===== src/rtl/stepper_pkg.sv =====
// Shared definitions for the stepper motion blocks: FSM state codes,
// default step-count width and absolute-position width.
package stepper_pkg;

  localparam int STEP_W_DEFAULT = 9;
  localparam int POS_W          = 16;

  typedef logic [2:0] state_t;

  localparam state_t IDLE      = 3'd0;
  localparam state_t DIR_SETUP = 3'd1;
  localparam state_t PULSE_HI  = 3'd2;
  localparam state_t PULSE_LO  = 3'd3;
  localparam state_t DONE      = 3'd4;

endpackage


===== src/rtl/step_pulse_scheduler_phase_counter.sv =====
// Loadable down-counter with a zero flag; times the DIR setup, STEP high
// and STEP low phases of the pulse scheduler.
module phase_counter #(
  parameter int W = 8
) (
  input  logic         clk,
  input  logic         reset,
  input  logic         load,
  input  logic [W-1:0] load_val,
  output logic         zero
);

  logic [W-1:0] cnt;

  // A phase of N cycles is loaded as N-1 so zero marks its final cycle.
  always_ff @(posedge clk) begin
    if (reset) begin
      cnt <= '0;
    end else if (load) begin
      cnt <= load_val;
    end else if (cnt != '0) begin
      cnt <= cnt - W'(1);
    end
  end

  assign zero = (cnt == '0);

endmodule


===== src/rtl/step_pulse_scheduler.sv =====
// Two-axis Bresenham STEP/DIR sequencer between the step calculator and the
// driver pins. Define STEP_POS_TRACK_EN to add signed pos1/pos2 position outputs.
module step_pulse_scheduler
  import stepper_pkg::*;
#(
  parameter int STEP_W          = STEP_W_DEFAULT,
  parameter int PULSE_HIGH_CYC  = 50,
  parameter int STEP_PERIOD_CYC = 5000,
  parameter int DIR_SETUP_CYC   = 25
) (
  input  logic              clk,
  input  logic              reset,
  input  logic              cmd_valid,
  output logic              cmd_ready,
  input  logic [STEP_W-1:0] steps1,
  input  logic [STEP_W-1:0] steps2,
  input  logic              dir1,
  input  logic              dir2,
  input  logic              abort,
  output logic              step1_out,
  output logic              step2_out,
  output logic              dir1_out,
  output logic              dir2_out,
  output logic              busy,
  output logic              done
`ifdef STEP_POS_TRACK_EN
  ,
  output logic signed [POS_W-1:0] pos1,
  output logic signed [POS_W-1:0] pos2
`endif
);

  localparam int CNT_W = $clog2(STEP_PERIOD_CYC + DIR_SETUP_CYC + 1);
  localparam logic [CNT_W-1:0] SETUP_LOAD = CNT_W'(DIR_SETUP_CYC - 1);
  localparam logic [CNT_W-1:0] HIGH_LOAD  = CNT_W'(PULSE_HIGH_CYC - 1);
  localparam logic [CNT_W-1:0] LOW_LOAD   = CNT_W'(STEP_PERIOD_CYC - PULSE_HIGH_CYC - 1);

  state_t                 state;
  logic                   major1;
  logic [STEP_W-1:0]      major_cnt;
  logic [STEP_W-1:0]      minor_cnt;
  logic [STEP_W-1:0]      remaining;
  logic signed [STEP_W:0] err;
  logic                   abort_pend;

  logic                   cmd_major1;
  logic [STEP_W-1:0]      cmd_major;
  logic [STEP_W-1:0]      cmd_minor;
  logic                   accept;
  logic                   enter_hi;
  logic                   enter_lo;
  logic                   finish;
  logic signed [STEP_W:0] err_dec;
  logic signed [STEP_W:0] err_inc;
  logic                   minor_step;
  logic                   set1;
  logic                   set2;
  logic                   ph_load;
  logic [CNT_W-1:0]       ph_val;
  logic                   ph_zero;

  phase_counter #(.W(CNT_W)) u_phase (
    .clk      (clk),
    .reset    (reset),
    .load     (ph_load),
    .load_val (ph_val),
    .zero     (ph_zero)
  );

  // Phase transitions; an abort seen during a high phase waits for its end.
  always_comb begin
    cmd_major1 = (steps1 >= steps2);
    cmd_major  = cmd_major1 ? steps1 : steps2;
    cmd_minor  = cmd_major1 ? steps2 : steps1;
    accept     = (state == IDLE) && cmd_valid;
    enter_hi   = 1'b0;
    enter_lo   = 1'b0;
    finish     = 1'b0;
    case (state)
      DIR_SETUP: begin
        if (abort)        finish   = 1'b1;
        else if (ph_zero) enter_hi = 1'b1;
      end
      PULSE_HI: begin
        if (ph_zero) begin
          if (abort || abort_pend) finish   = 1'b1;
          else                     enter_lo = 1'b1;
        end
      end
      PULSE_LO: begin
        if (abort) finish = 1'b1;
        else if (ph_zero) begin
          if (remaining == STEP_W'(1)) finish   = 1'b1;
          else                         enter_hi = 1'b1;
        end
      end
      default: ;
    endcase
    err_dec    = err - $signed({1'b0, minor_cnt});
    err_inc    = err_dec + $signed({1'b0, major_cnt});
    minor_step = err_dec[STEP_W];
    set1       = major1 | minor_step;
    set2       = ~major1 | minor_step;
    ph_load    = accept | enter_hi | enter_lo;
    ph_val     = accept ? SETUP_LOAD : (enter_hi ? HIGH_LOAD : LOW_LOAD);
  end

  always_ff @(posedge clk) begin
    if (reset) begin
      state      <= IDLE;
      step1_out  <= 1'b0;
      step2_out  <= 1'b0;
      dir1_out   <= 1'b0;
      dir2_out   <= 1'b0;
      major1     <= 1'b1;
      major_cnt  <= '0;
      minor_cnt  <= '0;
      remaining  <= '0;
      err        <= '0;
      abort_pend <= 1'b0;
    end else begin
      if (accept) begin
        dir1_out   <= dir1;
        dir2_out   <= dir2;
        major1     <= cmd_major1;
        major_cnt  <= cmd_major;
        minor_cnt  <= cmd_minor;
        remaining  <= cmd_major;
        err        <= $signed({1'b0, cmd_major >> 1});
        abort_pend <= 1'b0;
        state      <= (cmd_major == '0) ? DONE : DIR_SETUP;
      end
      if (enter_hi) begin
        state     <= PULSE_HI;
        step1_out <= set1;
        step2_out <= set2;
        err       <= minor_step ? err_inc : err_dec;
      end
      if (enter_lo) begin
        state     <= PULSE_LO;
        step1_out <= 1'b0;
        step2_out <= 1'b0;
      end
      if (finish) begin
        state     <= DONE;
        step1_out <= 1'b0;
        step2_out <= 1'b0;
      end
      if ((state == PULSE_HI) && abort) abort_pend <= 1'b1;
      if ((state == PULSE_LO) && enter_hi) remaining <= remaining - STEP_W'(1);
      if (state == DONE) state <= IDLE;
    end
  end

`ifdef STEP_POS_TRACK_EN
  // STEP outputs are always low before a high phase, so every set is a rising edge.
  always_ff @(posedge clk) begin
    if (reset) begin
      pos1 <= '0;
      pos2 <= '0;
    end else if (enter_hi) begin
      if (set1) pos1 <= dir1_out ? pos1 + POS_W'(1) : pos1 - POS_W'(1);
      if (set2) pos2 <= dir2_out ? pos2 + POS_W'(1) : pos2 - POS_W'(1);
    end
  end
`endif

  assign cmd_ready = (state == IDLE);
  assign busy      = (state != IDLE);
  assign done      = (state == DONE);

endmodule


===== config.mk =====
export PLATFORM = sky130hd
export DESIGN_NAME = step_pulse_scheduler
export DESIGN_NICKNAME = d
export VERILOG_FILES = /design/src/rtl/stepper_pkg.sv /design/src/rtl/step_pulse_scheduler_phase_counter.sv /design/src/rtl/step_pulse_scheduler.sv
export SDC_FILE = /design/constraint.sdc
export NUM_CORES = 1
export LEC_CHECK = 0
export CORE_MARGIN = 8
export CORE_UTILIZATION = 28
export DETAILED_ROUTE_END_ITERATION = 8
export DONT_BUFFER_PORTS = 1
export SYNTH_ARGS = -nofsm -noshare
export SYNTH_HDL_FRONTEND = slang
export SYNTH_SLANG_ARGS = --single-unit

===== constraint.sdc =====
create_clock -name clk -period 4.5 [get_ports clk]
set_clock_uncertainty 0.2 [all_clocks]
set_input_delay 0.9 -clock clk [delete_from_list [all_inputs] [get_ports clk]]
set_output_delay 0.9 -clock clk [all_outputs]
set_load 0.005 [all_outputs]

Word-level counts from Yosys, hierarchy flattened
Cells that the tools add are included.
{ "word_totals": {"output_inout_bits": 7, "wordCells": 80, "in_bits": 24, "reg_bits": 59} }
{ "classes": {"n_bitwise": 5, "mux": 34, "n_lt_le_gt_ge": 1, "n_reduce_logical": 18, "eq_ne": 5, "add_sub_neg": 4} }
{ "op_table": {"columns": ["op", "count"], "rows": [
  ["2-to-1 mux 13 bit", 4],
  ["2-to-1 mux 9 bit", 4],
  ["2-to-1 mux 10 bit", 3],
  ["2-to-1 mux 1 bit", 16],
  ["2-to-1 mux 3 bit", 5],
  ["logical NOT 13 bit", 1],
  ["nonzero test 13 bit", 1],
  ["subtractor 13 x 1 -> 13 bit (second input constant)", 1],
  ["adder 10 bit", 1],
  ["subtractor 10 bit", 1],
  ["equality test 9 x 1 -> 1 bit (second input constant)", 1],
  [">= comparator 9 bit", 1],
  ["logical NOT 9 bit", 1],
  ["subtractor 9 x 1 -> 9 bit (second input constant)", 1],
  ["nonzero test 2 bit", 4],
  ["equality test 3 x 2 -> 1 bit (second input constant)", 2],
  ["nonzero test 3 bit", 2],
  ["OR reduction 3 bit", 2],
  ["OR 1 bit", 4],
  ["nonzero test 4 bit", 1],
  ["equality test 3 x 1 -> 1 bit (second input constant)", 1],
  ["equality test 3 bit (second input constant)", 1],
  ["logical AND 1 bit", 3],
  ["logical NOT 3 bit", 1],
  ["other kinds (5)", 5]
]} }

Logic depth before layout (Yosys ltp)
Gate-level depths: netlist of run 1.
{ "depth": {"depth_word": 8, "ltp_mapped": 15, "ltp_nobuf": 15} }

By module
A second synthesis of run 1 with hierarchy kept.
{ "unflattened": {"cells_unflattened": 491, "area_unflattened_um2": 4031.4} }
{ "by_module_without_submodules": {"columns": ["module", "cells_each", "seq_area_each_um2", "instances", "area_per_inst_um2"], "rows": [
  ["step_pulse_scheduler", 401, 920.9, 1, 3268.1],
  ["phase_counter", 90, 260.2, 1, 763.2]
]} }

Least setup slack after synthesis of run 1
Ideal clock, no wire load.
{ "synth_path": {"kind": "flip-flop to flip-flop", "startpoint": "reg err[0]", "endpoint": "reg err[9]", "setup_time_ps": 101, "synth_period_minus_slack_ps": 3302, "stages_incl_launch_ff": 16, "setup_slack_ps": 1198, "required_time_ps": 4199, "arrival_ps": 3001, "cell_sequence": "dfxtp_1 inv_1 ha_1 inv_1 fa_1 a211oi_1 o21bai_1 a21oi_1 xnor2_1 ha_1 or3_1 or2_2 o221ai_1 nor2_1 o21a_1 o41ai_1"} }
{ "synth_between": {"elab_chain_cells": 4} }
{ "synth_rtl": {"columns": ["element", "line_no", "source"], "rows": [
  ["start, declared", "step_pulse_scheduler.sv:43", "logic signed [STEP_W:0] err;"],
  ["start signal, assigned", "step_pulse_scheduler.sv:129", "err <= $signed({1'b0, cmd_major >> 1});"],
  ["start signal, assigned", "step_pulse_scheduler.sv:137", "err <= minor_step ? err_inc : err_dec;"],
  ["subtractor 10 bit *", "step_pulse_scheduler.sv:99", "err_dec = err - $signed({1'b0, minor_cnt});"],
  ["adder 10 bit", "step_pulse_scheduler.sv:100", "err_inc = err_dec + $signed({1'b0, major_cnt});"],
  ["2-to-1 mux 10 bit *", "step_pulse_scheduler.sv:137", null],
  ["2-to-1 mux 10 bit *", "step_pulse_scheduler.sv:133", "if (enter_hi) begin"]
]} }
Every way passes the cells marked *; elsewhere a longest branch is shown, timed or not.
A chain may end at the register's enable or synchronous reset.

Worst setup path in the final report of run 1
{ "layout_path": {"startpoint": "reg minor_cnt[0]", "endpoint": "reg err[9]"} }
{ "layout_between": {"elab_chain_cells": 4} }
{ "layout_rtl": {"columns": ["element", "line_no", "source"], "rows": [
  ["start, declared", "step_pulse_scheduler.sv:41", "logic [STEP_W-1:0] minor_cnt;"],
  ["start signal, assigned", "step_pulse_scheduler.sv:127", "minor_cnt <= cmd_minor;"],
  ["subtractor 10 bit *", "step_pulse_scheduler.sv:99", null],
  ["adder 10 bit", "step_pulse_scheduler.sv:100", null],
  ["2-to-1 mux 10 bit *", "step_pulse_scheduler.sv:137", null],
  ["2-to-1 mux 10 bit *", "step_pulse_scheduler.sv:133", null]
]} }
Marks and branches as above.

==> summary.txt, run 1 <==
Drt
  • Routed WL: 10600 um
  • DRT Pass-1 Iters: 4
  • Post-route DRC: 0
  • Wire per inst: 15.4 um
  • First DRT Iteration DRCs: ~220
  • Via count: 3618
  • Antenna Nets Post-Route: 0
  • Vias/cell: 5.22

Critical path
  • Critical path buffers and inverters: 1
  • CP top delay family: compound AO/OA/AOI/OAI gates
  • CP cell instances: ha_1 > inv_1 > fa_1 > a211oi_1 > o21bai_1 > a21oi_1 > xnor2_1 > ha_1 > or3_1 > or2_2 > o221ai_1 > nor2_1 > o21a_1 > o41ai_1
  • Max stage delay cell, worst path: fa_1
  • Crit path kind: reg -> reg
  • Startpoint class of the critical path: register
  • Critical Path Sink Type: register
  • Most used cell, CP: ha_1
  • Arr. time, crit path: 3.65 ns
  • Critical Path Fanout Max: 3
  • CP peak stage delay: 0.42 ns
  • Critical Path RT: 4.51 ns

STA
  • Final Hold Fails: 0
  • Min Clock Period, post-route: 3.63 ns
  • Max Slew Vio Count: 0
  • Worst-margin pin slew: 0.999 ns
  • RSZ-0062 raised after global routing: false
  • Max-slew headroom: 0.332
  • Final period utilization: 0.807
  • Final Setup Violations: 0
  • FMAX: 275 MHz
  • Setup TNS: 0 ns

Floorplan
  • Die W: 137 um
  • DIE AREA: roughly 0.019 mm^2
  • Core Box Area: 0.0144 mm^2
  • Starting Density: 0.284
  • Die Y: roughly 140 um
  • Row count: 44
  • Io pins: 31

Power and ir drop
  • Reg power frac: 0.249
  • Clock power share: 0.264
  • Max IR drop VDD: 0.236 mV
  • Power per standard cell area: 649 mW/mm^2
  • Logic gate share of total power: 0.486
  • Post-layout power: 2.99 mW
  • Internal Dissipation: 1.84 mW
  • Psw: 1.15 mW
  • P_leak: 1.84 nW
  • Switching share of power: 0.386

Layout
  • Area occupied by registers: 0.00118 mm^2
  • Net count, final: 560
  • Area Growth Syn to Fin: 12.5%
  • Multi-input logic area: between 0.002 and 0.003 mm^2
  • FILL cells: 1542
  • Ratio of cells with drive above 1 in the final layout: 0.0923
  • Ant diodes: 0

Placement
  • DP HPWL: 8000 um
  • Final estimated routing congestion in global placement: 0.846
  • Buffers added on ports: 0

Clocking
  • Setup Fix Bufs, Post-CTS: 0
  • Reg clk slew, reported paths: approximately 0.05 ns
  • Post-cts gate resize count: 0
  • Total CTS buffers: 9
  • Longest Clk Path Bufs: 2
  • Number of clock sinks: approximately 60
  • Post-CTS Hold Fix Bufs: 0
  • Clock Tree Root: clkbuf_16
  • CTS tree: built
  • H-tree Lvls: 3
  • Skew-Pair Late Insertion Delay: 0.33 ns

Yosys
  • Post-synthesis sequential area ratio: 0.288
  • Netlist cell types: 66
  • Dominant cell type by area after synthesis: dfxtp_1
  • Number of synthesized flops with an enable pin: 0
  • Number of synthesized register bits: approximately 60
  • Synthesis Warnings: 0
  • Top post-synthesis cells by area: dfxtp_1 29%, ha_1 9.2%, nor2_1 5.8%, nand2_1 4.6%, mux2_2 3.6%
  • Net Count, Synth: 565
  • Yosys top cell area share: 0.288
  • Cell area after synthesis: 0.00410 mm^2
  • Post-Syn Instances: slightly above 500
  • Synth async-reset ratio: 0
  • Syn_area_per_cell: 8.05 um^2
  • Primary FF master, synth: dfxtp_1

Job
  • Max-cap violations: 0

Global route
  • Antenna violations before repair: 0
  • Largest net degree at the start of global routing: 44
  • First-pass GRT wire length: 18000 um
  • GRT Residual Overflow: 0
  • Vias in the first global route: between 3k and 4k
  • GRT Total Usage: 0.120

Min path
  • Hold Path Class: reg -> reg

Outcome
  • Outcome: finished, final reports clean
cell usage after synthesis (7+ instances only):
cell type and instances:
nor2_1 63, xor2_1 7, ha_1 30, o21ai_0 21, a211oi_1 10, a21oi_1 24, o22ai_1 12, a311oi_1 10
clkbuf_1 12, mux2i_1 13, xnor2_1 14, o21a_1 9, inv_1 33, nand2_1 50, dfxtp_1 59, a21o_1 7
a31oi_1 7, nor3_1 21, mux2_2 13
flip-flops by register name (all words and copies together) (netlist names):
name         flops
err             10
state            3
step2_out        1
dir1_out         1
major_cnt        9
abort_pend       1
minor_cnt        9
dir2_out         1
step1_out        1
remaining        9
u_phase.cnt     13
major1           1
logic make-up (layout without fill, tap and decap cells):
kind of cell             count (synthesis)  in the layout  synth area share
flip-flops                              59             59             0.288
XOR/XNOR                                21             21            0.0449
AND/OR/NAND/NOR                        183            183             0.223
multiplexers                            27             27            0.0712
adder cells (fa/ha/maj)                 32             32             0.101
AO/OA/AOI/OAI                          133            133             0.216
buffers and inverters                   54             54            0.0544
power by group through the flow:
| stage | registers (mW) | clock network, mW | logic, mW |
|---|---|---|---|
| after floorplan | 0.726 | 0 | 1.19 |
| after global placement | 0.748 | 0 | 1.41 |
| after detailed placement | 0.755 | 0 | 1.44 |
| after CTS | 0.745 | 0.807 | 1.46 |
| after global routing | 0.760 | 0.831 | 1.65 |
| final | 0.745 | 0.790 | 1.45 |
layer usage:
metal	GRT usage	routed length, um	part of all wire
met1	0.149	5000	0.47
met2	0.195	4940	0.46
met3	0.0371	568	0.053
met4	0.0332	138	0.013
met5	0	0	0
worst register-to-register path: stages, from the launching register on:
cell	delay, ns
dfxtp_1	0.33
ha_1	0.16
inv_1	0.05
fa_1	0.42
a211oi_1	0.30
o21bai_1	0.13
a21oi_1	0.19
xnor2_1	0.12
ha_1	0.20
or3_1	0.33
or2_2	0.28
o221ai_1	0.23
nor2_1	0.08
o21a_1	0.17
o41ai_1	0.33
per-stage QoR:
stage           util  worst slack [ns]  area [um^2]  hold slack [ns]  instances
3_3_place_gp   0.296              1.03         4270            0.253        677
4_1_cts        0.319             0.875         4610            0.275        693
6_report       0.319             0.867         4610            0.267        693
3_5_place_dp   0.296             0.912         4270            0.267        677
5_1_grt        0.319             0.607         4610            0.299        693
2_1_floorplan      -              1.20         4100            0.232        509
worst paths after layout:
check | start | to | slack [ns] | cells past startpoint
hold / removal | err[8]$_SDFFE_PP0N_ | err[8]$_SDFFE_PP0N_ | 0.27 | 2
setup / recovery | minor_cnt[0]$_SDFFE_PP0P_ | err[9]$_SDFFE_PP0N_ | 0.87 | 14
setup reg to reg | minor_cnt[0]$_SDFFE_PP0P_ | err[9]$_SDFFE_PP0N_ | 0.87 | 14
hold reg to reg | err[8]$_SDFFE_PP0N_ | err[8]$_SDFFE_PP0N_ | 0.27 | 2
cell usage in the layout, fill, tap and decap left out, types with 5 or more instances in the layout:
cell type,instances
mux2i_1,13
o22ai_1,12
inv_1,33
a311oi_1,10
nand2_1,50
xnor2_1,14
dfxtp_1,59
a31oi_1,7
nor4_1,5
ha_1,30
nor2_1,63
nand3_1,6
xor2_1,7
o21ai_0,21
a21o_1,7
nor3_1,21
o21bai_1,6
nor2b_1,5
a21oi_1,24
clkbuf_16,9
mux2_2,13
o21ai_1,6
buf_4,5
o21a_1,9
a211oi_1,10
cell type report:
cell class	count	share of cell area
clock inverter	5	0.0217
tap	184	0.0500
clock buffer	11	0.0527
inverter	33	0.0269
sequential	59	0.256
multi-input combinational	396	0.584
timing repair buffer	5	0.00815
Power figures use the tool's default switching activity.
==> inputs of run 2 (changes only) <==
Clock period 4.5 ns to 3.7 ns, I/O delays scaled along.
==> run 2 against run 1 <==
Net effect: global-route usage grew 0.074 points; sequential share of layout area is essentially flat; worst setup slack lost 0.61 ns; critical path type unchanged; sequential power grew 21%; fmax grew 5.4%.
==> summary.txt, run 2 (synthesized netlist as in run 1, its figures left out) <==
Drt
  • Routed WL: 10900 um (+2.6%)
  • Via count: 3673 (+1.5%)
  • First DRT Iteration DRCs: 223 (-0.45%)
  • Post-route DRC: 0 (unchanged)
  • DRT Pass-1 Iters: 4 (unchanged)
  • Antenna Nets Post-Route: 0 (unchanged)
  • Vias/cell: 5.29 (+1.4%)
  • Wire per inst: 15.7 um (+2.4%)

Clocking
  • Post-CTS Hold Fix Bufs: 0 (unchanged)
  • Post-cts gate resize count: 0 (unchanged)
  • Skew-Pair Late Insertion Delay: 0.33 ns (about the same)
  • Reg clk slew, reported paths: 0.05 ns (about the same)
  • CTS tree: built
  • Longest Clk Path Bufs: 2 (unchanged)
  • Total CTS buffers: 9 (unchanged)
  • Setup Fix Bufs, Post-CTS: 0 (unchanged)
  • H-tree Lvls: 3 (unchanged)
  • Number of clock sinks: 59 (unchanged)
  • Clock Tree Root: clkbuf_16

Layout
  • Largest register FFs: 13 (unchanged)
  • Area Growth Syn to Fin: 12.4%
  • Net count, final: 561 (+0.18%)
  • Most common cell after layout, fill and taps aside: nor2_1
  • Most flops, register: u_phase.cnt
  • Ratio of cells with drive above 1 in the final layout: 0.102 (+0.00962)
  • Commonest cells after routing, fill and taps aside: 63 x nor2_1, 59 x dfxtp_1, 50 x nand2_1, 33 x inv_1, 30 x ha_1
  • Fin area: 0.00460 mm^2 (-0.14%)
  • Ant diodes: 0 (unchanged)
  • FILL cells: 1555 (+0.84%)
  • Registers with the most flip-flops: u_phase.cnt (13), err (10)

Job
  • Max-cap violations: 0 (unchanged)

Power and ir drop
  • Internal Dissipation: 2.16 mW (+18%)
  • Max IR drop VDD: 0.315 mV (+33%)
  • Logic gate share of total power: 0.502 (+0.016)
  • Psw: 1.42 mW (+24%)
  • Switching share of power: 0.398 (+0.0120)
  • Clock power share: 0.246 (-0.018)
  • P_leak: 1.83 nW (-0.32%)
  • Post-layout power: 3.58 mW (+20%)
  • Power per standard cell area: 778 mW/mm^2 (+20%)
  • Reg power frac: 0.252 (+0.003)

STA
  • Max-slew headroom: 0.352 (+0.0196)
  • FMAX: 290 MHz (+5.4%)
  • Final Hold Fails: 0 (unchanged)
  • Max Slew Vio Count: 0 (unchanged)
  • Worst-margin pin slew: 0.970 ns (-0.0293 ns)
  • Final Setup Violations: 0 (unchanged)
  • Min Clock Period, post-route: 3.45 ns (-0.186 ns)
  • Final period utilization: 0.932 (+0.124)

Critical path
  • Startpoint class of the critical path: register
  • CP peak stage delay: 0.38 ns (-0.04 ns)
  • Critical Path Sink Type: register
  • CP cell instances: inv_1 > ha_1 > inv_1 > fa_2 > a211oi_2 > o21bai_1 > a21oi_1 > xnor2_1 > ha_1 > or3_1 > or2_2 > o221ai_2 > nor2_1 > o21a_1 > o41ai_1
  • Beginning of the critical path: err[0]$_SDFFE_PP0N_
  • Max stage delay cell, worst path: fa_2
  • Critical path buffers and inverters: 2 (+1)
  • Critical Path RT: 3.73 ns (-0.78 ns)
  • Critical Path Fanout Max: 3 (unchanged)
  • Crit path kind: reg -> reg
  • CP top delay family: compound AO/OA/AOI/OAI gates
  • FF-to-FF path depth: 15 (+1)
  • Arr. time, crit path: 3.47 ns (-0.18 ns)
  • Reg2Reg Launch Point: err[0]$_SDFFE_PP0N_
  • Reg2reg end: err[9]$_SDFFE_PP0N_
  • R2R setup slack: 0.25 ns (-0.61 ns)

Floorplan
  • Io pins: 31 (unchanged)
  • Core Box Area: 0.0144 mm^2 (unchanged)
  • Die Y: 137 um (unchanged)
  • DIE AREA: 0.0188 mm^2 (unchanged)
  • Starting Density: 0.284 (unchanged)
  • Row count: 44 (unchanged)
  • Die W: 137 um (unchanged)

Min path
  • Hold Path Depth: 2 (unchanged)
  • Hold Crit Start: err[8]$_SDFFE_PP0N_
  • WHS Endpoint: err[8]$_SDFFE_PP0N_
  • Hold Path Class: reg -> reg

Global route
  • First-pass GRT wire length: 18100 um (+0.31%)
  • GRT Total Usage: 0.120 (+0.000743)
  • Vias in the first global route: 3714 (+2.9%)
  • Antenna violations before repair: 0 (unchanged)
  • Largest net degree at the start of global routing: 47 (+6.8%)
  • GRT Residual Overflow: 0 (unchanged)

Placement
  • Final estimated routing congestion in global placement: 0.868 (+2.6%)
  • Buffers added on ports: 0 (unchanged)
  • Placed inst area: 0.00427 mm^2 (+0.18%)
  • DP HPWL: 8010 um (about the same)

Outcome
  • Outcome: finished, final reports clean
-- run 2: power groups by stage --
stage	Sequential, mW	Clock, mW	Combinational, mW
after floorplan	0.883	0	1.45
after global placement	0.909	0	1.71
after detailed placement	0.915	0	1.76
after CTS	0.903	0.904	1.78
after global routing	0.921	0.929	2.01
final	0.903	0.882	1.80
-- run 2: worst max path at each step --
stage                           to  slack [ns]  cells past startpoint
6_report       err[9]$_SDFFE_PP0N_        0.25                     15
5_1_grt        err[9]$_SDFFE_PP0N_       -0.01                     14
4_1_cts        err[9]$_SDFFE_PP0N_         0.1                     14
3_5_place_dp   err[9]$_SDFFE_PP0N_        0.16                     14
3_3_place_gp   err[9]$_SDFFE_PP0N_        0.22                     15
2_1_floorplan  err[9]$_SDFFE_PP0N_        0.40                     15
-- run 2: cell type report --
class | instances | area [um^2] | area share
flip-flops and latches | 59 | 1180 | 0.257
multi-input cells | 396 | 2710 | 0.589
repair buffers | 6 | 45.0 | 0.00979
inverters | 33 | 124 | 0.0269
well taps | 184 | 230 | 0.0500
clock inverters | 6 | 80.1 | 0.0174
clock buffers | 10 | 229 | 0.0498
-- run 2: metrics by stage --
step / setup slack, ns / util / hold WS [ns] / setup TNS (ns) / instances
finish: 0.253 / 0.319 / 0.265 / 0 / 694
global route: -0.0138 / 0.319 / 0.268 / -0.0138 / 694
floorplan: 0.398 / - / 0.232 / 0 / 509
detailed placement: 0.163 / 0.296 / 0.263 / 0 / 678
global placement: 0.219 / 0.296 / 0.257 / 0 / 678
CTS: 0.0990 / 0.318 / 0.269 / 0 / 694
-- run 2: worst register-to-register path: stages (launching register included) --
cell	delay, ns
dfxtp_1	0.30
inv_1	0.05
ha_1	0.17
inv_1	0.06
fa_2	0.38
a211oi_2	0.26
o21bai_1	0.11
a21oi_1	0.17
xnor2_1	0.10
ha_1	0.19
or3_1	0.36
or2_2	0.30
o221ai_2	0.17
nor2_1	0.07
o21a_1	0.17
o41ai_1	0.28
-- run 2: routing by layer --
metal	track usage	routed length [um]
met5	0	0
met4	0.0435	231
met3	0.0319	668
met2	0.206	5240
met1	0.141	4780
==> inputs of run 3 (changes only) <==
Settings changed: ABC_AREA from default to 1, ABC_CLOCK_PERIOD_IN_PS from default to 3700.
==> run 3 against run 2 <==
Net effect: die area increased by 3.5%; critical path depth is 5 higher; synthesized area rose by 4.0%; fmax up 10%; global-route usage decreased by 0.16 points; first-iteration DRC count is 12% lower; flip-flop and latch count is the same; clock-buffer cell count increased by 2; non-clock buffer count fell by 4; total power is 1.8% higher; highest routed layer unchanged.
==> summary.txt, run 3 <==
Drt
  • Post-route DRC: 0 (unchanged)
  • First DRT Iteration DRCs: 197 (-12%)
  • Antenna Nets Post-Route: 0 (unchanged)
  • DRT Pass-1 Iters: 5 (+1)
  • Wire per inst: 14.3 um (-9.3%)
  • Vias/cell: 4.80 (-9.3%)
  • Via count: 3837 (+4.5%)
  • Routed WL: 11400 um (+4.5%)

Layout
  • FILL cells: 1592 (+2.4%)
  • Utilization after layout: 0.318 (-0.000614)
  • Most common cell after layout, fill and taps aside: nand2_1
  • Most flops, register: u_phase.cnt
  • Area occupied by registers: 0.00118 mm^2 (unchanged)
  • Largest register FFs: 13 (unchanged)
  • Multi-input logic area: 0.00267 mm^2 (-1.5%)
  • Area Growth Syn to Fin: 12.4% (about the same)
  • Net count, final: 662 (+18%)
  • Fin area: 0.00479 mm^2 (+4.0%)
  • Commonest cells after routing, fill and taps aside: 142 x nand2_1, 85 x inv_1, 59 x dfxtp_1
  • Ratio of cells with drive above 1 in the final layout: 0.108 (+0.00606)
  • Non-filler cells, final: 799 (+15%)
  • Registers with the most flip-flops: u_phase.cnt (13), err (10)
  • Ant diodes: 0 (unchanged)

STA
  • Final period utilization: 0.847 (-0.0846)
  • Max Slew Vio Count: 0 (unchanged)
  • Final Setup Violations: 0 (unchanged)
  • Setup TNS: 0 ns (unchanged)
  • RSZ-0062 raised after global routing: false
  • Final Hold Fails: 0 (unchanged)
  • Max-slew headroom: 0.584 (+0.232)
  • FMAX: 319 MHz (+10%)
  • Worst-margin pin slew: 0.618 ns (-0.352 ns)
  • Min Clock Period, post-route: 3.13 ns (-0.313 ns)

Yosys
  • Synthesis Warnings: 0 (unchanged)
  • Post-Syn Instances: 603 (+18%)
  • Yosys top cell area share: 0.277 (-0.0111)
  • Number of synthesized register bits: 59 (unchanged)
  • Most common cell in the netlist: nand2_1
  • Netlist cell types: 53 (-20%)
  • Syn_area_per_cell: 7.06 um^2 (-12%)
  • Primary FF master, synth: dfxtp_1
  • Net Count, Synth: 659 (+17%)
  • Top post-synthesis cells by area: dfxtp_1 28%, nand2_1 13%, ha_1 8.8%, inv_1 7.5%, a21oi_1 4.7%
  • Post-synthesis sequential area ratio: 0.277 (-0.0111)
  • Cell area after synthesis: 0.00426 mm^2 (+4.0%)
  • Synth async-reset ratio: 0 (unchanged)
  • Dominant cell type by area after synthesis: dfxtp_1
  • Most frequent cells after synthesis: 142 x nand2_1, 85 x inv_1, 59 x dfxtp_1
  • Number of synthesized flops with an enable pin: 0 (unchanged)

Clocking
  • CTS tree: built
  • Post-CTS Hold Fix Bufs: 0 (unchanged)
  • Clock Tree Root: clkbuf_16
  • Number of clock sinks: 59 (unchanged)
  • Post-cts gate resize count: 0 (unchanged)
  • Total CTS buffers: 9 (unchanged)
  • H-tree Lvls: 3 (unchanged)
  • Skew-Pair Late Insertion Delay: 0.33 ns (about the same)
  • Setup Fix Bufs, Post-CTS: 0 (unchanged)
  • Longest Clk Path Bufs: 2 (unchanged)
  • Reg clk slew, reported paths: 0.05 ns (about the same)

Min path
  • Hold Crit Start: major1$_SDFFE_PP1P_
  • WHS Endpoint: step2_out$_SDFFE_PP0P_
  • Hold Path Class: reg -> reg
  • Hold Path Depth: 1 (-1)

Critical path
  • Beginning of the critical path: minor_cnt[0]$_SDFFE_PP0P_
  • Startpoint class of the critical path: register
  • FF-to-FF path depth: 20 (+5)
  • CP peak stage delay: 0.40 ns (+0.02 ns)
  • Reg2reg end: err[7]$_SDFFE_PP0N_
  • Max stage delay cell, worst path: fa_1
  • R2R setup slack: 0.57 ns (+0.31 ns)
  • Crit path kind: reg -> reg
  • CP cell instances: ha_1 > inv_1 > fa_1 > nand3_1 > nand2_1 > nand2_1 > nand2_1 > a21oi_1 > xor2_1 > inv_1 > ha_1 > nand2_1 > inv_1 > nand4_1 > o211ai_1 > xor2_1 > nor2_1 > nor2_1 > nor2_1 > nor2_1
  • Reg2Reg Launch Point: minor_cnt[0]$_SDFFE_PP0P_
  • Critical Path RT: 3.77 ns (+0.04 ns)
  • Critical Path Fanout Max: 4 (+1)
  • Critical Path Sink Type: register
  • Arr. time, crit path: 3.20 ns (-0.27 ns)

Global route
  • Largest net degree at the start of global routing: 39 (-17%)
  • Vias in the first global route: 3595 (-3.2%)
  • GRT Residual Overflow: 0 (unchanged)
  • GRT Total Usage: 0.119 (-0.00162)
  • First-pass GRT wire length: 18500 um (+2.6%)
  • Antenna violations before repair: 0 (unchanged)

Placement
  • DP Cell Count: 783 (+15%)
  • DP HPWL: 8900 um (+11%)
  • Placed inst area: 0.00446 mm^2 (+4.3%)
  • Buffers added on ports: 0 (unchanged)
  • Final estimated routing congestion in global placement: 0.874 (+0.69%)

Power and ir drop
  • Max IR drop VDD: 0.248 mV (-21%)
  • Power per standard cell area: 762 mW/mm^2 (-2.1%)
  • P_leak: 2.21 nW (+21%)

Outcome
  • Outcome: finished, final reports clean

Floorplan
  • Row count: 45 (+2.3%)
  • Starting Density: 0.283 (-0.000605)
  • Core Box Area: 0.0150 mm^2 (+4.2%)
  • Io pins: 31 (unchanged)
  • Die W: 139 um (+1.7%)
  • DIE AREA: 0.0194 mm^2 (+3.5%)
  • Die Y: 139 um (+1.7%)

Job
  • Max-cap violations: 0 (unchanged)
-- run 3: cell types whose count changed after synthesis, moves of 16 or more --
cell     delta
a21oi_1    +16
o21ai_0    +19
inv_1      +52
nand2_1    +92
nand3_1    +21
nor2_1     -23
-- run 3: critical path, delay by kind of cell (launching register included) --
kind | cells | cell delay, ns
adders and majority gates | 3 | 0.92
buffers and inverters | 3 | 0.19
DFF | 1 | 0.34
AOI/OAI and AO/OA | 2 | 0.28
xor gates and xnor gates | 2 | 0.36
and+or+nand+nor | 10 | 0.80
-- run 3: worst max-delay path by stage --
stage	slack [ns]	depth (start not counted)	end
6_report	0.57	20	err[7]$_SDFFE_PP0N_
5_1_grt	0.20	21	err[7]$_SDFFE_PP0N_
4_1_cts	0.56	21	err[7]$_SDFFE_PP0N_
3_5_place_dp	0.57	21	err[7]$_SDFFE_PP0N_
3_3_place_gp	0.67	21	err[7]$_SDFFE_PP0N_
2_1_floorplan	0.80	21	err[7]$_SDFFE_PP0N_
-- run 3: cells by family after synthesis --
family                   Yosys count  share of synthesized area
adder cells (fa/ha/maj)           32                     0.0975
XOR/XNOR                          25                     0.0532
AND/OR/NAND/NOR                  266                      0.310
buffers and inverters            103                     0.0952
flip-flops                        59                      0.277
AO/OA/AOI/OAI                    118                      0.167
-- run 3: metal layers --
metal / routed length, um / GRT usage / up-vias
li1: - / - / 2001
met1: 5490 / 0.152 / 1745
met2: 5320 / 0.193 / 74
met3: 387 / 0.0205 / 17
met4: 215 / 0.0497 / 0
met5: 0 / 0 / -
-- run 3: metrics by stage --
stage,worst slack [ns],total power [mW],hold WS [ns]
final,0.566,3.65,0.244
after global routing,0.196,3.95,0.252
after CTS,0.561,3.66,0.239
after detailed placement,0.573,2.73,0.241
after global placement,0.668,2.72,0.233
after floorplan,0.800,2.37,0.214
-- run 3: layout make-up --
cell class,instances,share of cell area
Clock buffer,12,0.0536
Clock inverter,4,0.0152
Inverter,93,0.0740
Multi-Input combinational cell,441,0.558
Sequential cell,59,0.247
Tap cell,188,0.0491
Timing Repair Buffer,2,0.00314
-- run 3: power by group --
part / total (mW) / internal [mW] / switching (mW)
registers: 0.885 / 0.770 / 0.114
clock network: 0.916 / 0.625 / 0.291
logic: 1.85 / 0.676 / 1.17
==> patch 1: new RTL, config.mk and constraints of run 2 <==
The option `STEP_POS_TRACK_EN` is turned on by a define.
--- a/src/rtl/step_pulse_scheduler.sv
+++ b/src/rtl/step_pulse_scheduler.sv
@@ -1,5 +1,7 @@
 // Two-axis Bresenham STEP/DIR sequencer between the step calculator and the
 // driver pins. Define STEP_POS_TRACK_EN to add signed pos1/pos2 position outputs.
+`define STEP_POS_TRACK_EN
+
 module step_pulse_scheduler
   import stepper_pkg::*;
 #(
Formal check against the unedited RTL (old outputs only; new: pos1 and pos2): equivalent (equiv_simple and equiv_induct, registers matched by name and starting in step).
==> patch 1 against run 2 <==
  * Cell area is 48% higher
  * Total power is 24% higher
  * Worst hold slack worse by 3.9 ps
  * Synthesized area is 50% higher
  * Worst setup slack better by 71 ps
  * Routed wire length is 40% higher
  * Sequential cell count is 32 higher
  * Combinational power is 22% higher
  * Highest routed layer unchanged
==> patch 1: results (changes against run 2) <==
critPathMaxFanout: 5  # +2
met3_usage_pct: 3.73  # +0.54 points
reg.largest.list: "pos1: 16 flops, pos2: 16 flops, u_phase.cnt: 13 flops"
hp-class: "primary input to register"
synth.area.mux_share_pct: 4.53  # -2.6 points
yosysSeqAreaShare_pct: 29.7  # +0.84 points
clkTransAtPathRegs_ps: 70  # +20 ps
outcome: "finished, final reports clean"
fillCellCount: 2287  # +47%
pwr-share-seq_pct: 29.4  # +4.2 points
placedCellCount: 1046  # +54%
viasPerCell: 4.95  # -6.5%
power_switching_mw: 1.75  # +23%
grt_max_degree: 81  # +72%
clk_path_buf_depth: 2  # unchanged
power.clock.fraction_pct: 21.1  # -3.5 points
worst_slew_pin_slew_ps: 733  # -237 ps
wl_um: 15300  # +40%
multi_input_gates: 615  # +55%
synthTopCellsByArea: "dfxtp_1 30%, ha_1 12%, a21oi_1 7.8%"
routabilityCongestion: 0.831  # -4.2%
p_clk_mw: 0.934  # +5.9%
place_area_mm2: 0.00650  # +52%
place_ws_ps: 361  # +198 ps
crit_arrival_ps: 3410  # -60 ps
grt_pass1_wl_um: 25400  # +41%
hpwlAfterDp_um: 11700  # +47%
cp_slowest_cell: "o41ai_1"
grt_pass1_vias: 4940  # +33%
clock_latency_ps: 350  # +20 ps
syn_to_final_growth_pct: 10.8
n_all_inverters: 46  # +39%
area.sequential_mm2: 0.00182  # +54%
wl_met3_um: 1040  # +55%
final_cells: 1062  # +53%
synth_adder_area_share_pct: 13.1  # +3.0 points
synth_xor_area_share_pct: 6.14  # +1.6 points
critPathMaxStageDelay_ps: 520  # +140 ps
gr-usage-met2_pct: 19.1  # -1.5 points
syn-num-nets: 864  # +53%
wl_met1_um: 7130  # +49%
synth.distinct_cells: 60  # -9.1%
layout.nonclk_buf_share_pct: 1.73  # +0.75 points
ys_top_cells_by_count: "118 x nand2_1, 96 x a21oi_1, 91 x dfxtp_1"
clock_sinks: 91  # +54%
vdd_drop_max_mv: 0.304  # -3.4%
drive_gt1_share_pct: 7.16  # -3.0 points
async_reset_ff_share_pct: 0  # unchanged
multi_input_area_mm2: 0.00404  # +49%
[patch 1: cell count changes in the layout (fill, tap and decap cells not counted), moves of 9 or more]
cell,change
nand2_1,+68
ha_1,+28
dfxtp_1,+32
a21oi_1,+71
a311oi_1,-9
inv_1,+13
xnor2_1,+19
o22ai_1,-12
[patch 1: path summary, 6_finish.rpt]
path | startpoint | end | slack [ps] | depth (start not counted)
min reg2reg | major_cnt[8]$_SDFFE_PP0P_ | major_cnt[8]$_SDFFE_PP0P_ | 260 | 2
min | reset | pos1[6]$_SDFFE_PP0P_ | 260 | 1
max reg2reg | minor_cnt[0]$_SDFFE_PP0P_ | err[7]$_SDFFE_PP0N_ | 320 | 14
max | minor_cnt[0]$_SDFFE_PP0P_ | err[7]$_SDFFE_PP0N_ | 320 | 14
[patch 1: cells by family after synthesis]
kind of cell | count (synthesis)
and+or+nand+nor | 265
xor gates and xnor gates | 43
AOI/OAI and AO/OA | 219
muxes | 26
DFF | 91
adders and majority gates | 62
buffers and inverters | 72
==> patch 2: new RTL, flow settings as in run 2 <==
Made on the original files. The parameter `PULSE_HIGH_CYC` goes from 50 to 25.
--- a/src/rtl/step_pulse_scheduler.sv
+++ b/src/rtl/step_pulse_scheduler.sv
@@ -4,7 +4,7 @@
   import stepper_pkg::*;
 #(
   parameter int STEP_W          = STEP_W_DEFAULT,
-  parameter int PULSE_HIGH_CYC  = 50,
+  parameter int PULSE_HIGH_CYC  = 25,
   parameter int STEP_PERIOD_CYC = 5000,
   parameter int DIR_SETUP_CYC   = 25
 ) (
Check against the original RTL: no difference found for any inputs over 10 cycles, from zero or initial values and one cycle with reset high; that may be too few to reach the edited logic, so the function may still have changed.
==> patch 2 against run 2 <==
  * Cell area fell by 4.7%
  * Synthesized area fell by 3.9%
  * Worst hold slack improved by 4.5 ps
  * Routed wire length fell by 9.9%
  * Sequential cell count did not move
  * Worst setup slack improved by 250 ps
  * Total power fell by 8.9%
  * Critical path type unchanged
  * Highest routed layer unchanged
==> patch 2: results (changes against run 2) <==
n_all_inverters: 27  # -18%
synth_adder_area_share_pct: 10.6  # +0.42 points
root_buffer: "clkbuf_16"
antennaDiodeCount: 0  # unchanged
routabilityCongestion: 0.803  # -7.5%
grt_use_total_pct: 11.1  # -0.98 points
grt_max_degree: 58  # +23%
max_freq_mhz: 312  # +7.7%
crit_arrival_ps: 3260  # -210 ps
met1_usage_pct: 13.5  # -0.56 points
synthTopCellsByArea: "dfxtp_1 30%, ha_1 9.5%, mux2i_1 6.6%"
grt_pass1_vias: 3222  # -13%
critPathMaxFanout: 5  # +2
viasPerCell: 5.19  # -2.0%
wl_met1_um: 4520  # -5.4%
seq_share_pct: 26.9  # +1.3 points
synth.distinct_cells: 57  # -14%
syn-num-nets: 533  # -5.7%
seq_cell_count: 59  # unchanged
hp-start: "dir1_out$_SDFFE_PP0P_"
yosysSeqAreaShare_pct: 30.0  # +1.2 points
reg2regPathDepth: 12  # -3
critPathMaxStageDelay_ps: 400  # +20 ps
leakage_nw: 1.76  # -3.8%
outcome: "finished, final reports clean"
wl_per_cell_um: 15.0  # -4.8%
area_share_clock_buf_inv_pct: 6.25  # -0.47 points
relSlewSlack_pct: 58.6  # +23 points
place_ws_ps: 515  # +353 ps
gr-usage-met2_pct: 17.7  # -2.9 points
multi_input_gates: 371  # -6.3%
grt_pass1_wl_um: 16200  # -10%
multi_input_area_share_pct: 58.7  # -0.26 points
layout.nonclk_buf_share_pct: 0.685  # -0.29 points
synth.area.mux_share_pct: 7.47  # +0.36 points
worstSetupEndpoint: "err[9]$_SDFFE_PP0N_"
cp_slowest_cell: "fa_1"
async_reset_ff_share_pct: 0  # unchanged
fillCellCount: 1457  # -6.3%
min_to: "dir1_out$_SDFFE_PP0P_"
wl_met2_um: 4540  # -13%
ys_top_cells_by_count: "66 x nor2_1, 59 x dfxtp_1, 30 x ha_1"
drive_gt1_share_pct: 7.55  # -2.6 points
reg2reg_slack_ps: 500  # +250 ps
vdd_drop_max_mv: 0.251  # -20%
clock_buffers: 14  # +4
hpwlAfterDp_um: 7440  # -7.1%
drt_iter0_markers: 165  # -26%
synth_xor_area_share_pct: 5.12  # +0.63 points
buffers: 4  # -2
top_layer: "met4"
-- patch 2: changes by cell type after synthesis, moves of 7 or more --
cell	run 2	this run
a211o_1	1	10
mux2i_1	13	26
nor3_1	21	11
nand2_1	50	29
a311oi_1	10	0
a211oi_1	10	26
o22ai_1	12	5
o21a_1	9	2
nand2b_1	4	11
mux2_2	13	3
-- patch 2: per-stage QoR --
| stage | utilization, % | cells | power [mW] | cell area (µm²) | hold WS [ps] |
|---|---|---|---|---|---|
| floorplan | - | 477 | 2.22 | 3930 | 229 |
| global placement | 29.7 | 641 | 2.46 | 4110 | 258 |
| detailed placement | 29.7 | 641 | 2.50 | 4110 | 267 |
| CTS | 31.7 | 657 | 3.28 | 4390 | 269 |
| global route | 31.7 | 657 | 3.53 | 4390 | 262 |
| finish | 31.7 | 657 | 3.26 | 4390 | 270 |
-- patch 2: report_power, final --
part           internal, mW  switching [mW]  leakage (nW)
Clock                 0.487           0.283         0.137
Sequential            0.774           0.122         0.486
Combinational         0.705           0.892          1.14
Total                  1.97            1.30          1.76
